### src/rtl/uart_receiver_if.sv
// Receive-side byte stream: valid/ready byte delivery plus one-cycle error pulses.
// The master modport is the receiver and the slave modport is the downstream consumer.
interface uart_receiver_if;
    logic [7:0] rx_data;
    logic       rx_valid;
    logic       rx_ready;
    logic       frame_err;
    logic       overrun;

    modport master (
        output rx_data,
        output rx_valid,
        output frame_err,
        output overrun,
        input  rx_ready
    );

    modport slave (
        input  rx_data,
        input  rx_valid,
        input  frame_err,
        input  overrun,
        output rx_ready
    );
endinterface

### src/rtl/uart_receiver.sv
// uart_receiver: 8N1 serial receiver, mid-bit sampling, valid/ready byte output; UART_RX_FIFO_EN selects a FIFO_DEPTH FIFO buffer.
// Latency: byte valid CLKS_PER_BIT/2 + 9*CLKS_PER_BIT + 3 cycles after RxD falls (2 sync + 1 start detect).
// Backpressure: when the buffer is full a completed byte is dropped and overrun pulses; a same-cycle pop frees room.
module uart_receiver #(
    parameter int CLKS_PER_BIT = 10416,
    parameter int FIFO_DEPTH   = 4
) (
    input  logic            clk,
    input  logic            reset,
    input  logic            RxD,
    uart_receiver_if.master bus
);

    localparam int BW = $clog2(CLKS_PER_BIT);
    localparam logic [BW-1:0] BIT_LAST  = BW'(CLKS_PER_BIT - 1);
    localparam logic [BW-1:0] HALF_LAST = BW'(CLKS_PER_BIT / 2 - 1);

    if (CLKS_PER_BIT < 4 || FIFO_DEPTH < 1) begin : g_param_check
        $error("uart_receiver: CLKS_PER_BIT must be >= 4 and FIFO_DEPTH >= 1");
    end

    typedef enum logic [2:0] {IDLE, START, DATA, STOP, BREAK} state_t;

    state_t        state;
    logic [BW-1:0] baud_cnt;
    logic [2:0]    bit_cnt;
    logic [7:0]    sr;
    logic          rx_meta;
    logic          rxs;
    logic          frame_err_q;
    logic          push;
    logic          pop;

    // Both stages reset high so a held-low line during reset never looks like a start bit.
    always_ff @(posedge clk) begin
        if (reset) begin
            rx_meta <= 1'b1;
            rxs     <= 1'b1;
        end else begin
            rx_meta <= RxD;
            rxs     <= rx_meta;
        end
    end

    always_ff @(posedge clk) begin
        if (reset) begin
            state       <= IDLE;
            baud_cnt    <= '0;
            bit_cnt     <= '0;
            sr          <= '0;
            frame_err_q <= 1'b0;
        end else begin
            frame_err_q <= 1'b0;
            case (state)
                IDLE: begin
                    if (!rxs) begin
                        state    <= START;
                        baud_cnt <= '0;
                    end
                end
                START: begin
                    if (baud_cnt == HALF_LAST) begin
                        baud_cnt <= '0;
                        bit_cnt  <= '0;
                        state    <= rxs ? IDLE : DATA;
                    end else begin
                        baud_cnt <= baud_cnt + 1'b1;
                    end
                end
                DATA: begin
                    if (baud_cnt == BIT_LAST) begin
                        baud_cnt <= '0;
                        sr       <= {rxs, sr[7:1]};
                        bit_cnt  <= bit_cnt + 1'b1;
                        if (bit_cnt == 3'd7) begin
                            state <= STOP;
                        end
                    end else begin
                        baud_cnt <= baud_cnt + 1'b1;
                    end
                end
                STOP: begin
                    if (baud_cnt == BIT_LAST) begin
                        baud_cnt <= '0;
                        // Returning to IDLE at mid-stop-bit lets the next start edge be caught with no gap.
                        if (rxs) begin
                            state <= IDLE;
                        end else begin
                            frame_err_q <= 1'b1;
                            state       <= BREAK;
                        end
                    end else begin
                        baud_cnt <= baud_cnt + 1'b1;
                    end
                end
                BREAK: begin
                    if (rxs) begin
                        state <= IDLE;
                    end
                end
                default: state <= IDLE;
            endcase
        end
    end

    // A good stop sample hands the byte to the buffer on the same edge.
    assign push = (state == STOP) && (baud_cnt == BIT_LAST) && rxs;

`ifdef UART_RX_FIFO_EN
    localparam int PW = (FIFO_DEPTH > 1) ? $clog2(FIFO_DEPTH) : 1;

    logic [7:0] mem [FIFO_DEPTH];
    logic [PW:0] wr_ptr;
    logic [PW:0] rd_ptr;
    logic        empty;
    logic        full;
    logic        accept;
    logic        overrun_q;

    // The extra top pointer bit separates a full FIFO from an empty one.
    assign empty  = (wr_ptr == rd_ptr);
    assign full   = (wr_ptr[PW] != rd_ptr[PW]) && (wr_ptr[PW-1:0] == rd_ptr[PW-1:0]);
    assign pop    = !empty && bus.rx_ready;
    assign accept = push && (!full || pop);

    always_ff @(posedge clk) begin
        if (reset) begin
            wr_ptr    <= '0;
            rd_ptr    <= '0;
            overrun_q <= 1'b0;
            for (int i = 0; i < FIFO_DEPTH; i++) begin
                mem[i] <= '0;
            end
        end else begin
            overrun_q <= push && !accept;
            if (accept) begin
                mem[wr_ptr[PW-1:0]] <= sr;
                wr_ptr              <= wr_ptr + 1'b1;
            end
            if (pop) begin
                rd_ptr <= rd_ptr + 1'b1;
            end
        end
    end

    assign bus.rx_data   = mem[rd_ptr[PW-1:0]];
    assign bus.rx_valid  = !empty;
    assign bus.overrun   = overrun_q;
`else
    logic [7:0] data_q;
    logic       valid_q;
    logic       overrun_q;

    assign pop = valid_q && bus.rx_ready;

    always_ff @(posedge clk) begin
        if (reset) begin
            data_q    <= '0;
            valid_q   <= 1'b0;
            overrun_q <= 1'b0;
        end else begin
            overrun_q <= 1'b0;
            if (push && (!valid_q || pop)) begin
                data_q  <= sr;
                valid_q <= 1'b1;
            end else begin
                if (push) begin
                    overrun_q <= 1'b1;
                end
                if (pop) begin
                    valid_q <= 1'b0;
                end
            end
        end
    end

    assign bus.rx_data   = data_q;
    assign bus.rx_valid  = valid_q;
    assign bus.overrun   = overrun_q;
`endif

    assign bus.frame_err = frame_err_q;

endmodule

### src/flat_wrapper.sv
// flat-port wrapper written by rule: the top's interface ports become plain ports
module uart_receiver_flat 
#(
    parameter int CLKS_PER_BIT = 10416,
    parameter int FIFO_DEPTH   = 4
)
  (clk, reset, RxD, bus_rx_data, bus_rx_valid, bus_frame_err, bus_overrun, bus_rx_ready);
  uart_receiver_if bus_i ();
  input  logic clk;
  input  logic reset;
  input  logic RxD;
  output wire logic [$bits(bus_i.rx_data)-1:0] bus_rx_data;
  output wire logic [$bits(bus_i.rx_valid)-1:0] bus_rx_valid;
  output wire logic [$bits(bus_i.frame_err)-1:0] bus_frame_err;
  output wire logic [$bits(bus_i.overrun)-1:0] bus_overrun;
  input wire logic [$bits(bus_i.rx_ready)-1:0] bus_rx_ready;
  assign bus_rx_data = bus_i.rx_data;
  assign bus_rx_valid = bus_i.rx_valid;
  assign bus_frame_err = bus_i.frame_err;
  assign bus_overrun = bus_i.overrun;
  assign bus_i.rx_ready = bus_rx_ready;
  uart_receiver #(.CLKS_PER_BIT(CLKS_PER_BIT), .FIFO_DEPTH(FIFO_DEPTH)) u_core (.clk(clk), .reset(reset), .RxD(RxD), .bus(bus_i));
endmodule
### config.mk
export PLATFORM = sky130hd
export DESIGN_NAME = uart_receiver_flat
export DESIGN_NICKNAME = d
export VERILOG_FILES = /design/src/rtl/uart_receiver_if.sv /design/src/rtl/uart_receiver.sv /design/src/flat_wrapper.sv
export SDC_FILE = /design/constraint.sdc
export NUM_CORES = 1
export LEC_CHECK = 0
export CAP_MARGIN = 10
export CORE_ASPECT_RATIO = 0.9
export CORE_MARGIN = 4
export CORE_UTILIZATION = 62
export DETAILED_ROUTE_END_ITERATION = 8
export PLACE_DENSITY = 0.89
export SLEW_MARGIN = 20
export SYNTH_ARGS = -nofsm -noshare
export SYNTH_HDL_FRONTEND = slang
export SYNTH_SLANG_ARGS = --single-unit
### constraint.sdc
create_clock -name clk -period 3.7 [get_ports clk]
set_clock_uncertainty 0.05 [all_clocks]
set_input_delay 0.37 -clock clk [delete_from_list [all_inputs] [get_ports clk]]
set_output_delay 0.37 -clock clk [all_outputs]
set_load 0.05 [all_outputs]
==> out/metrics.csv <==
stage;metric;value;unit
outcome;outcome;completed;
power;seqPwrFrac;0.581;
final_layout;diodes;0;
sta;period_share;0.663;
sta;maxSlewViolCount;0;
logic_synthesis;syn_area;2040;um2
detailed_routing;drc;0;
final_layout;finalNetCount;237;
worst_setup_path;cp_max_fo;11;
clock_tree;numCtsBuffers;5;
power;p_sw_frac;0.234;
logic_synthesis;synth-edff-count;0;
clock_tree;postCtsSetupBuffers;0;
logic_synthesis;synth_nets;230;
sta;rsz0062_at_grt;false;
clock_tree;cts-root-buf;clkbuf_8;
logic_synthesis;yosys.area.top_type;dfxtp_1;
clock_tree;cts_resized;0;
sta;final-setup-viol-count;0;
clock_tree;clk_pin_slew_worst_paths;0.08;ns
placed_design;port_buffers;14;
sta;relSlewSlack;0.404;
logic_synthesis;synth_seq_area_share;0.403;
placed_design;hpwlAfterDp;2770;um
worst_setup_path;arrival;2.60;ns
global_route;grt_pass1_wl;6860;um
clock_tree;cts.sinks;41;
floorplanning;core;3110;um2
power;leakage;0.848;nW
logic_synthesis;synthTopCellsByCount;41 x dfxtp_1, 28 x nor2_1, 16 x mux2i_1;
power;clockPowerShare;0.378;
logic_synthesis;synth_top_area_share;0.403;
detailed_routing;first_iter_violations;132;
floorplanning;io_pins;15;
floorplanning;die_x;68.4;um
power;p_switching;0.180;mW
clock_tree;cts_tree;built;
logic_synthesis;synthCells;222;
job;drv_cap;0;
sta;tightest_slew;0.894;ns
global_route;grt_overflow;0;
clock_tree;cts_htree_levels;2;
logic_synthesis;ys_ff_latch;41;
sta;worst_hold_slack;0.388;ns
worst_setup_path;cp.required;3.84;ns
placed_design;place_ws;1.30;ns
sta;worst_slack;1.25;ns
final_layout;fillers;220;
clock_tree;cts_hold_buf;0;
hold_path;hold_class;flip-flop to flip-flop;
sta;timing.final.hold_violations;0;
global_route;grt_pass1_vias;1498;
worst_setup_path;worstSetupPathType;flip-flop to flip-flop;
power;p_comb_frac;0.041;
power;p_int;0.589;mW
placed_design;place_congestion;0.865;
detailed_routing;wl_per_cell;14.7;um
logic_synthesis;yosysMostFrequentCell;dfxtp_1;
detailed_routing;drtAntennaViolNets;0;
logic_synthesis;netlist_top_cells_area;dfxtp_1 40%, mux2i_1 7.9%, nor2_1 5.2%;
worst_setup_path;start_kind;flip-flop;
detailed_routing;drt_pass1_iterations;4;
global_route;antenna_found_initial;0;
detailed_routing;postRouteWirelength;4010;um
detailed_routing;dr_total_vias;1653;
floorplanning;die_height;62.4;um
power;power_density;343;nW/um2
logic_synthesis;syn_avg_cell_area;9.18;um2
floorplanning;rows;19;
sta;tns;0;ns
sta;finalCriticalPeriod;2.45;ns
global_route;grt_usage;0.209;
logic_synthesis;synth_warnings;0;
logic_synthesis;synth_cell_type_count;47;
logic_synthesis;ys.flop_type;dfxtp_1;
logic_synthesis;ys_async_sr_fraction;0;
detailed_routing;viasPerCell;6.08;
floorplanning;dieArea;4270;um2
sta;max_freq;408;MHz
clock_tree;cts_max_path_buffers;2;
global_route;grt_max_degree;34;
floorplanning;start_util;0.654;
final_layout;syn_to_final_growth;10.2;%
power;max-vdd-ir-drop;0.315;mV
worst_setup_path;crit_path_end_kind;flip-flop;
final_layout;drive_gt1_frac;0.100;
clock_tree;clk_latency;0.29;ns
[power groups by stage]
stage,registers [mW],clock network [mW],logic (mW)
2_1_floorplan,0.455,0,0.0241
3_3_place_gp,0.457,0,0.0310
3_5_place_dp,0.457,0,0.0315
4_1_cts,0.447,0.296,0.0318
5_1_grt,0.448,0.316,0.0349
6_report,0.447,0.291,0.0317
[critical path: stages (launching register included)]
cell and delay [ns]:
dfxtp_1 0.43, ha_1 0.29, nor4b_4 0.28, nand4_4 0.17, a22oi_1 0.75, o311ai_0 0.24
o21a_1 0.14
[state kept, by name (all words and copies together) (netlist names)]
register	cells
u_core.rxs	1
u_core.bus.rx_data	8
u_core.bus.overrun	1
u_core.rx_meta	1
u_core.bit_cnt	3
u_core.state	3
u_core.bus.rx_valid	1
u_core.bus.frame_err	1
u_core.baud_cnt	14
u_core.sr	8
[cells in the final DEF, fill, tap and decap left out, types with 6 or more instances in the layout]
master and count:
a21o_1 7, nand2b_1 6, clkdlybuf4s50_1 14, dfxtp_1 41, or2_2 7, nor2_1 28, o21ai_0 7, mux2i_1 16
nand3_1 9, a21oi_1 7, nand2_1 15
[per-layer routing]
layer / routed length (um) / GRT usage
met1: 1790 / 0.286
met4: 89 / 0.107
met2: 1860 / 0.300
met3: 267 / 0.0486
met5: 0 / 0
[metrics by stage]
stage               std cells  instance area [um2]   util  total power, mW
floorplan                 222                 2040      -            0.479
global placement          264                 2160  0.692            0.488
detailed placement        264                 2160  0.692            0.489
CTS                       272                 2250  0.721            0.775
global route              272                 2250  0.721            0.798
finish                    272                 2250  0.721            0.769
[worst paths after layout]
| check | startpoint | end | slack [ns] | cells after the start |
|---|---|---|---|---|
| max | u_core.baud_cnt[0] | u_core.baud_cnt[9] | 1.25 | 6 |
| min | u_core.rx_meta | u_core.rxs | 0.39 | 1 |
| min reg2reg | u_core.rx_meta | u_core.rxs | 0.39 | 1 |
| max reg2reg | u_core.baud_cnt[0] | u_core.baud_cnt[9] | 1.25 | 6 |
[cell families (layout without fill, tap and decap cells)]
family | after synthesis | in the layout | synth area share
AND/OR/NAND/NOR | 96 | 96 | 0.277
AO/OA/AOI/OAI | 41 | 41 | 0.141
flip-flops | 41 | 41 | 0.403
buffers and inverters | 17 | 25 | 0.0460
multiplexers | 16 | 16 | 0.0786
XOR/XNOR | 7 | 7 | 0.0301
adder cells (fa/ha/maj) | 4 | 4 | 0.0246
[cell type report]
| class | instances | area [um2] | area share |
|---|---|---|---|
| Tap cell | 42 | 52.6 | 0.0234 |
| Inverter | 1 | 3.75 | 0.00167 |
| Multi-Input combinational cell | 164 | 1120 | 0.500 |
| Clock inverter | 3 | 21.3 | 0.00947 |
| Sequential cell | 41 | 821 | 0.365 |
| Timing Repair Buffer | 16 | 155 | 0.0691 |
| Clock buffer | 5 | 68.8 | 0.0306 |
Note: power is estimated with default switching activity, not from simulation.
